## src/rtl/upg_pkg.sv

```systemverilog
// Shared definitions for the UART programming (UPG) write path.
//   state_t    : frame-parser states
//   SYNC_BYTE  : frame start marker
//   TGT_*      : bit positions inside the TGT byte
package upg_pkg;

  typedef enum logic [2:0] {
    S_IDLE = 3'd0,
    S_LEN0 = 3'd1,
    S_LEN1 = 3'd2,
    S_TGT  = 3'd3,
    S_DATA = 3'd4,
    S_CSUM = 3'd5,
    S_DONE = 3'd6
  } state_t;

  localparam logic [7:0] SYNC_BYTE = 8'hA5;

  localparam int TGT_DMEM = 0;  // 1 = data memory, 0 = instruction memory
  localparam int TGT_LAST = 1;  // frame is the final one of the programming session

endpackage

```

## src/rtl/upg_timeout_timer.sv

```systemverilog
// Inter-byte timeout for the UPG frame parser.
//   clk, rst_n : clock, async active-low reset
//   en         : parser is inside a frame (timer runs)
//   load       : a byte was accepted this cycle (restart the window)
//   expired    : TIMEOUT_CYC consecutive idle cycles have elapsed while enabled
module upg_timeout_timer #(
  parameter int TIMEOUT_CYC = 100000,
  parameter int CNT_W       = $clog2(TIMEOUT_CYC + 1)
) (
  input  logic clk,
  input  logic rst_n,
  input  logic en,
  input  logic load,
  output logic expired
);

  logic [CNT_W-1:0] cnt;

  // Preloaded with TIMEOUT_CYC-1 so that the expiring edge is the
  // TIMEOUT_CYC-th idle edge after the last accepted byte.
  always_ff @(posedge clk or negedge rst_n) begin
    if (!rst_n)               cnt <= '0;
    else if (load || !en)     cnt <= CNT_W'(TIMEOUT_CYC - 1);
    else if (cnt != '0)       cnt <= cnt - CNT_W'(1);
  end

  // A byte arriving on the expiring cycle wins.
  assign expired = en && !load && (cnt == '0);

endmodule

```

## src/rtl/upg_frame_writer.sv

```systemverilog
// UPG write side: parses framed UART bytes into 32-bit memory word writes.
//   upg_clk_i, upg_rstn_i : clock, async active-low reset
//   rx_valid_i, rx_data_i : received byte strobe / value (no back-pressure)
//   upg_wen_o             : one-cycle write strobe
//   upg_adr_o             : {dmem select, word index}, held between strobes
//   upg_dat_o             : write data, held between strobes
//   upg_done_o            : sticky, final frame accepted
//   upg_err_o             : oversize / bad checksum / timeout, cleared by next SYNC
module upg_frame_writer
  import upg_pkg::*;
#(
  parameter int ADDR_W      = 14,
  parameter int TIMEOUT_CYC = 100000
) (
  input  logic              upg_clk_i,
  input  logic              upg_rstn_i,
  input  logic              rx_valid_i,
  input  logic [7:0]        rx_data_i,
  output logic              upg_wen_o,
  output logic [ADDR_W:0]   upg_adr_o,
  output logic [31:0]       upg_dat_o,
  output logic              upg_done_o,
  output logic              upg_err_o
);

  localparam logic [16:0] LEN_MAX = 17'(2 ** ADDR_W);

  state_t            state, state_nxt;
  logic [7:0]        len_lo;
  logic              len_zero;
  logic [ADDR_W-1:0] len_m1;     // index of the final word of the frame
  logic [ADDR_W-1:0] word_idx;
  logic [1:0]        lane;
  logic [23:0]       asm_q;      // lanes 0..2; lane 3 comes straight from rx_data_i
  logic [7:0]        csum;
  logic              tgt_dmem, tgt_last;
  logic              timer_en, tmo;
  logic              wen_nxt, err_set, err_clr, done_set;
  logic [16:0]       len_full;

  assign len_full = {1'b0, rx_data_i, len_lo};
  assign timer_en = (state != S_IDLE) && (state != S_DONE);

  upg_timeout_timer #(.TIMEOUT_CYC(TIMEOUT_CYC)) u_tmo (
    .clk     (upg_clk_i),
    .rst_n   (upg_rstn_i),
    .en      (timer_en),
    .load    (rx_valid_i),
    .expired (tmo)
  );

  always_ff @(posedge upg_clk_i or negedge upg_rstn_i) begin
    if (!upg_rstn_i) state <= S_IDLE;
    else             state <= state_nxt;
  end

  always_comb begin
    state_nxt = state;
    wen_nxt   = 1'b0;
    err_set   = 1'b0;
    err_clr   = 1'b0;
    done_set  = 1'b0;
    if (tmo) begin
      state_nxt = S_IDLE;
      err_set   = 1'b1;
    end else if (rx_valid_i) begin
      case (state)
        S_IDLE: if (rx_data_i == SYNC_BYTE) begin
          state_nxt = S_LEN0;
          err_clr   = 1'b1;
        end
        S_LEN0: state_nxt = S_LEN1;
        S_LEN1: if (len_full > LEN_MAX) begin
          state_nxt = S_IDLE;
          err_set   = 1'b1;
        end else begin
          state_nxt = S_TGT;
        end
        S_TGT:  state_nxt = len_zero ? S_CSUM : S_DATA;
        S_DATA: if (lane == 2'd3) begin
          wen_nxt = 1'b1;
          if (word_idx == len_m1) state_nxt = S_CSUM;
        end
        S_CSUM: if (rx_data_i == csum) begin
          state_nxt = tgt_last ? S_DONE : S_IDLE;
          done_set  = tgt_last;
        end else begin
          state_nxt = S_IDLE;
          err_set   = 1'b1;
        end
        default: ;  // S_DONE: ignore everything until reset
      endcase
    end
  end

  always_ff @(posedge upg_clk_i or negedge upg_rstn_i) begin
    if (!upg_rstn_i) begin
      upg_wen_o  <= 1'b0;
      upg_adr_o  <= '0;
      upg_dat_o  <= '0;
      upg_done_o <= 1'b0;
      upg_err_o  <= 1'b0;
      len_lo     <= '0;
      len_zero   <= 1'b0;
      len_m1     <= '0;
      word_idx   <= '0;
      lane       <= '0;
      asm_q      <= '0;
      csum       <= '0;
      tgt_dmem   <= 1'b0;
      tgt_last   <= 1'b0;
    end else begin
      upg_wen_o <= wen_nxt;
      if (wen_nxt) begin
        upg_adr_o <= {tgt_dmem, word_idx};
        upg_dat_o <= {rx_data_i, asm_q};
      end
      if (err_set)      upg_err_o <= 1'b1;
      else if (err_clr) upg_err_o <= 1'b0;
      if (done_set)     upg_done_o <= 1'b1;

      if (rx_valid_i && !tmo) begin
        case (state)
          S_IDLE: if (rx_data_i == SYNC_BYTE) begin
            csum     <= '0;
            lane     <= '0;
            word_idx <= '0;
          end
          S_LEN0: len_lo <= rx_data_i;
          S_LEN1: begin
            len_zero <= (len_full == 17'd0);
            len_m1   <= len_full[ADDR_W-1:0] - ADDR_W'(1);
          end
          S_TGT: begin
            tgt_dmem <= rx_data_i[TGT_DMEM];
            tgt_last <= rx_data_i[TGT_LAST];
            word_idx <= '0;
            lane     <= '0;
          end
          S_DATA: begin
            csum <= csum ^ rx_data_i;
            lane <= lane + 2'd1;
            case (lane)
              2'd0: asm_q[7:0]   <= rx_data_i;
              2'd1: asm_q[15:8]  <= rx_data_i;
              2'd2: asm_q[23:16] <= rx_data_i;
              default: word_idx  <= word_idx + ADDR_W'(1);
            endcase
          end
          default: ;
        endcase
      end
    end
  end

endmodule

```

## config.mk

```make
export PLATFORM = sky130hd
export DESIGN_NAME = upg_frame_writer
export DESIGN_NICKNAME = d
export VERILOG_FILES = /design/src/rtl/upg_pkg.sv /design/src/rtl/upg_timeout_timer.sv /design/src/rtl/upg_frame_writer.sv
export SDC_FILE = /design/constraint.sdc
export NUM_CORES = 1
export LEC_CHECK = 0
export CAP_MARGIN = 20
export CORE_UTILIZATION = 40
export CTS_CLUSTER_DIAMETER = 200
export DETAILED_ROUTE_END_ITERATION = 10
export GPL_TIMING_DRIVEN = 0
export MAX_ROUTING_LAYER = met4
export SLEW_MARGIN = 15
export SYNTH_ARGS = -nofsm -noshare
export SYNTH_HDL_FRONTEND = slang
export SYNTH_SLANG_ARGS = --single-unit
```

## constraint.sdc

```tcl
create_clock -name upg_clk_i -period 4.8 [get_ports upg_clk_i]
set_input_delay 0.96 -clock upg_clk_i [delete_from_list [all_inputs] [get_ports upg_clk_i]]
set_output_delay 0.96 -clock upg_clk_i [all_outputs]
set_load 0.1 [all_outputs]
```

**Word-level counts from Yosys, hierarchy flattened**

Cells that the tools add are included.

- Register bits after elaboration: 143
- Bits in latches: 0
- Memory bits (writable): 0
- Memory bits (read-only): 0
- Input port bits: 11
- Memories kept: 0

- Add/sub/neg operators: 4
- Multipliers: 0
- Div/mod/pow operators: 0
- $lt $le $gt $ge: 1
- Equal/unequal tests: 17
- Shift-type cells: 0
- Mux-type cells: 38
- Bitwise logic cells: 1
- Reductions and logical operators: 31

Operators with widths:

| cell | count |
|---|---|
| $pmux W14 S3 | 1 |
| $logic_not A17 Y1 | 2 |
| $mux W17 | 2 |
| $mux W14 | 2 |
| $mux W3 | 7 |
| $mux W1 | 19 |
| $pmux W3 S6 | 1 |
| $reduce_bool A17 Y1 | 1 |
| $sub A17 B1 Y17 const B | 1 |
| $gt A16 B15 Y1 const B | 1 |
| $pmux W8 S2 | 1 |
| $reduce_and A3 Y1 | 5 |
| $add A14 B1 Y14 const B | 1 |
| $eq A14 B14 Y1 | 1 |
| $sub A14 B1 Y14 const B | 1 |
| $ne A3 B3 Y1 const B | 4 |
| $eq A8 B8 Y1 | 1 |
| $eq A8 B8 Y1 const B | 1 |
| $mux W8 | 1 |
| $reduce_bool A2 Y1 | 4 |
| $xor A8 B8 Y8 | 1 |
| $reduce_bool A7 Y1 | 1 |
| $eq A3 B2 Y1 const B | 2 |
| $eq A3 B3 Y1 const B | 2 |
| 18 further kinds | 29 |

**Logic depth before layout (Yosys ltp)**

Gate-level depths: netlist of the first run.

- Depth in word-level cells: 7
- Depth in mapped cells: 9

**Modules after synthesis**

Synthesis of the first run repeated with hierarchy kept, for this count alone.

- Cell total of the unflattened synthesis: 584
- Area, all modules: 6701.4 um^2

Modules (own cells, without submodules):

| module | times used | cells an instance | area an instance (um^2) | sequential area each (um^2) |
|---|---|---|---|---|
| upg_frame_writer | 1 | 481 | 5748.0 | 3153.0 |
| upg_timeout_timer | 1 | 103 | 953.4 | 425.4 |

**Worst setup path before layout of the first run**

Ideal clock, no wire load.

- Path kind: input port to flip-flop
- Start point: input port rx_valid_i
- End point: register upg_dat_o[10]
- Setup time: 0.125 ns
- Data arrival time: 2.102 ns
- Setup slack: 2.572 ns
- Stages on the path: 7
- Buffers on the path: 2
- Cell sequence: nor2b_1 and2_1 buf_2 nand2_2 inv_2 buf_6 mux2_2

- Longest elaborated chain between the ends: 4

RTL lines:

| item | RTL line | RTL |
|---|---|---|
| start: declaration | upg_frame_writer.sv:17 | `input logic rx_valid_i,` |
| $logic_not A1 Y1 | upg_timeout_timer.sv:28 | `assign expired = en && !load && (cnt == '0);` |
| $logic_and A1 B1 Y1 (2 in series) | upg_timeout_timer.sv:28 |  |
| $mux W1 (*) | upg_frame_writer.sv:63 | `if (tmo) begin` |
| end signal: assignment | upg_frame_writer.sv:116 | `upg_dat_o <= {rx_data_i, asm_q};` |
| end: declaration | upg_frame_writer.sv:21 | `output logic [31:0] upg_dat_o,` |

Mark *: on every way between the ends. The rest lies on a longest branch, timed or not.
A chain may end at the register's enable or synchronous reset.

**Worst setup path in the final report of the first run**

- Start point: register upg_dat_o[15]
- End point: output port upg_dat_o[15]

No word-level cell between the ends.

==> results.rst, run 1 <==
.. list-table::
   :header-rows: 1

   * - Metric
     - Value
   * - Die Outline Area
     - 17800 sq um
   * - Setup slack of the most critical reg-to-reg path
     - 2.70 ns
   * - Vertical die dimension
     - between 100 and 150 um
   * - Met3 Track Usage GR
     - 0.0464
   * - Number of max-slew violations in the final report
     - 0
   * - Post-Syn Nets
     - between 600 and 700
   * - Vias in the first global route
     - 4898
   * - Required arrival time at the worst endpoint
     - 3.84 ns
   * - Period utilization
     - 0.606
   * - Syn. warnings
     - 0
   * - Met1 usage in global routing
     - 0.245
   * - Cell Count, Final, Fillers Out
     - between 900 and 1000
   * - Largest net degree at the start of global routing
     - between 90 and 100
   * - Number of antenna diodes
     - 0
   * - Library cell with the highest instance count after synthesis
     - sky130_fd_sc_hd__dfrtp_1
   * - Top-level port count
     - 61
   * - Hold Violations, Final
     - 0
   * - Max Clock Skew
     - ~0.0084 ns
   * - Min Tclk post-route
     - ~2.9 ns
   * - Placed wire-length estimate
     - 10600 um
   * - Max-cap violation count
     - 0
   * - Final routed wirelength across all metal layers
     - roughly 15000 um
   * - Post-route design area
     - 8440 sq um
   * - Drt first pass iters
     - 5
   * - GRT Resource Usage Total
     - 0.192
   * - CP top delay family
     - buffers and inverters
   * - Biggest fanout along the worst timing path
     - 2
   * - Hold crit path type
     - input pin to asynchronous set/reset pin
   * - Synth Flop Type
     - sky130_fd_sc_hd__dfrtp_1
   * - Remaining max-slew budget at the tightest pin
     - 0.314
   * - Element type at the critical path end
     - output pin
   * - Initial detailed-routing violation count
     - roughly 270
   * - Root cell of the clock tree
     - sky130_fd_sc_hd__clkbuf_16
   * - CTS sink count
     - 143
   * - Post-DR wirelength/cell
     - about 17 um
   * - Library cell contributing the largest single delay on the critical path
     - sky130_fd_sc_hd__clkdlybuf4s50_1
   * - Buffer and inverter count on the worst path
     - 1
   * - Resized cells post-CTS
     - 0
   * - Flip-flop and latch count after synthesis
     - between 100 and 150
   * - Top area cells in the synthesized netlist
     - sky130_fd_sc_hd__dfrtp_1 (52%), sky130_fd_sc_hd__mux2_2 (13%), sky130_fd_sc_hd__xnor2_1 (3.9%)
   * - Leakage power
     - roughly 3.6 nW
   * - Setup repair after global routing missed its margin
     - no
   * - Count of input and output buffers
     - 60
   * - Status
     - finished clean
   * - Average vias per placed instance
     - 5.24
   * - Antenna violations before repair
     - 0
   * - Worst voltage drop across the vdd grid
     - 0.280 mV
   * - Buffers inserted by post-CTS timing repair
     - 0
   * - Number of nets at the end of the flow
     - between 700 and 800
   * - CP max stage delay
     - between 1 and 1.5 ns
   * - Depth of the CTS H-tree
     - 4
   * - Initial cell density of the core
     - 0.413
   * - Pin slew with the least headroom to its limit
     - slightly above 1 ns
   * - Overall die width
     - roughly 130 um
   * - Clock buffers created by TritonCTS
     - 17
   * - Portion of synthesized cell area occupied by the leading cell type
     - 0.517
   * - Share of flip-flops with an asynchronous set or reset
     - 1.00
   * - Proportion of layout cells with a drive suffix above 1
     - 0.215
   * - # hold bufs at CTS
     - 0
   * - TritonCTS clock tree
     - done
   * - Area growth from synthesis to layout
     - 21.8%
   * - Longest Clk Path Bufs
     - 2
   * - Setup-failing EPs final
     - 0
   * - DRC
     - 0
   * - Post-detailed-placement cell area
     - between 7000 and 8000 sq um
   * - Maximum clock rate
     - 344 MHz
   * - Arrival time of the worst setup path
     - ~2 ns
   * - Top cell type by total area after synthesis
     - sky130_fd_sc_hd__dfrtp_1
   * - Avg Synthesized Cell Area
     - 11.5 sq um
   * - Most Crowded Layer GR
     - met2
   * - Core area
     - roughly 17000 sq um
   * - Wire length of the first global-routing pass
     - approximately 26000 um
   * - Kind of launch point of the worst setup path
     - flop
   * - Worst setup path class
     - flop to output pin
   * - Worst hold slack
     - around 0.43 ns
   * - Total overflow reported by the global router
     - 0
   * - Synth cell types
     - between 60 and 70
   * - Total power divided by cell area
     - just under 500 nW/um^2
   * - Placed cell count
     - ~890
   * - Filler cells
     - roughly 1500
   * - Register area share after synthesis
     - 0.517
   * - Gate count after technology mapping
     - just over 600
   * - Util after Layout
     - 0.504
   * - Commonest cells in the synthesized netlist
     - sky130_fd_sc_hd__dfrtp_1 (143), sky130_fd_sc_hd__mux2_2 (77), sky130_fd_sc_hd__nand2_1 (57), sky130_fd_sc_hd__nor2_1 (47), sky130_fd_sc_hd__o21ai_0 (39)
   * - Cell area after synthesis
     - between 6000 and 7000 sq um
   * - Cells along the critical path
     - clkdlybuf4s50_1
   * - Met2 Usage GRT
     - 0.305
   * - Number of vias in the routed layout
     - roughly 4800
   * - RD Place Congestion
     - between 0.8 and 0.9
   * - Row count
     - 47
   * - Worst-path clk slew
     - 0.06 ns
   * - Post-synth EDFFs
     - 0
   * - Post-DRT Antenna Nets
     - 0
   * - Latest clock arrival within the worst-skew pair
     - ~0.42 ns
## power breakdown
part	switching (mW)	internal, mW	leakage (nW)
Clock	0.535	0.806	0.291
Combinational	0.689	0.440	1.44
Sequential	0.199	1.47	1.87
## registers in the layout, summed over array words and instances, names as in the netlist
| register | count |
|---|---|
| asm_q | 24 |
| csum | 8 |
| lane | 2 |
| len_lo | 8 |
| len_m1 | 14 |
| len_zero | 1 |
| state | 3 |
| tgt_dmem | 1 |
| tgt_last | 1 |
| u_tmo.cnt | 17 |
| upg_adr_o | 15 |
| upg_dat_o | 32 |
| upg_done_o | 1 |
| upg_err_o | 1 |
| upg_wen_o | 1 |
| word_idx | 14 |
## metal layers
layer	routed length, um	vias up	share of wire
li1	-	2277	-
met4	150	0	0.0097
met3	638	10	0.041
met2	7390	120	0.48
met5	0	-	0
met1	7230	2402	0.47
## through the flow
| step | TNS (ns) | power, mW | setup slack (ns) |
|---|---|---|---|
| 2_1_floorplan | 0 | 2.49 | 2.57 |
| 3_3_place_gp | -407.21 | 2.76 | -2.86 |
| 3_5_place_dp | 0 | 2.80 | 1.53 |
| 4_1_cts | 0 | 4.17 | 1.88 |
| 5_1_grt | 0 | 4.37 | 1.81 |
| 6_report | 0 | 4.14 | 1.89 |
## cells in the final DEF, fill, tap and decap left out, types with 3 or more instances in the layout
cell / Yosys / final
sky130_fd_sc_hd__nand4b_1: 4 / 4
sky130_fd_sc_hd__ha_1: 9 / 9
sky130_fd_sc_hd__nand4_1: 9 / 9
sky130_fd_sc_hd__and2_1: 3 / 3
sky130_fd_sc_hd__inv_1: 12 / 12
sky130_fd_sc_hd__xnor2_1: 31 / 31
sky130_fd_sc_hd__inv_6: 0 / 5
sky130_fd_sc_hd__a211oi_1: 5 / 5
sky130_fd_sc_hd__a2111oi_4: 5 / 5
sky130_fd_sc_hd__clkdlybuf4s50_1: 0 / 59
sky130_fd_sc_hd__nand3_1: 15 / 15
sky130_fd_sc_hd__nand2_1: 57 / 57
sky130_fd_sc_hd__o21ai_0: 39 / 39
sky130_fd_sc_hd__dfrtp_1: 143 / 143
sky130_fd_sc_hd__nor2b_1: 3 / 3
sky130_fd_sc_hd__clkbuf_16: 0 / 17
sky130_fd_sc_hd__mux2_2: 77 / 77
sky130_fd_sc_hd__a21oi_1: 5 / 5
sky130_fd_sc_hd__nor2_1: 47 / 47
sky130_fd_sc_hd__clkbuf_1: 16 / 17
sky130_fd_sc_hd__xor2_1: 30 / 30
sky130_fd_sc_hd__nand3b_1: 3 / 3
sky130_fd_sc_hd__nor3_1: 6 / 6
sky130_fd_sc_hd__nor4_1: 7 / 7
sky130_fd_sc_hd__o22ai_1: 3 / 3
sky130_fd_sc_hd__buf_2: 11 / 11
sky130_fd_sc_hd__nor3b_1: 3 / 3
sky130_fd_sc_hd__buf_6: 4 / 4
## final cells by class
| class | instances | area [sq um] | share of cell area |
|---|---|---|---|
| Buffer | 33 | 173 | 0.0205 |
| Timing Repair Buffer | 61 | 633 | 0.0750 |
| Multi-Input combinational cell | 415 | 3130 | 0.370 |
| Tap cell | 220 | 275 | 0.0326 |
| Clock buffer | 20 | 457 | 0.0541 |
| Clock inverter | 12 | 148 | 0.0175 |
| Sequential cell | 143 | 3580 | 0.424 |
| Inverter | 13 | 48.8 | 0.00578 |
## final timing paths
check,start,to,cells past startpoint
max,upg_dat_o[15]$_DFFE_PN0P_,upg_dat_o[15],1
min,upg_rstn_i,upg_dat_o[0]$_DFFE_PN0P_,1
max reg2reg,state[1]$_DFFE_PN0P_,upg_dat_o[19]$_DFFE_PN0P_,8
min reg2reg,len_zero$_DFFE_PN0P_,len_zero$_DFFE_PN0P_,2
max in group asynchronous,upg_rstn_i,upg_adr_o[8]$_DFFE_PN0P_,2
min in group upg_clk_i,len_zero$_DFFE_PN0P_,len_zero$_DFFE_PN0P_,2
## kinds of logic after synthesis
logic type	count (synthesis)	share of synthesized area
AOI/OAI and AO/OA	83	0.0923
xor gates and xnor gates	61	0.0771
adders and majority gates	9	0.0163
DFF	143	0.517
and+or+nand+nor	184	0.139
muxes	78	0.127
buffers and inverters	46	0.0320
(Power assumes the default switching activity.)
==> run 2, diff against run 1 <==
==> constraint.sdc (replaced) <==
create_clock -name upg_clk_i -period 2.9 [get_ports upg_clk_i]
set_input_delay 0.58 -clock upg_clk_i [delete_from_list [all_inputs] [get_ports upg_clk_i]]
set_output_delay 0.58 -clock upg_clk_i [all_outputs]
set_load 0.1 [all_outputs]
==> results of run 2 <==
The final DEF is identical to that of run 1. Status: finished clean.
Main changes from that run: setup slack after placement 1.53 ns -> 0.00935 ns; setup slack after layout 1.89 ns -> 0.371 ns; hold slack 0.427 ns -> 0.0467 ns; register-to-register setup slack 2.70 ns -> 0.80 ns; total power 4.14 mW -> 6.85 mW; worst IR drop on VDD 0.280 mV -> 0.464 mV
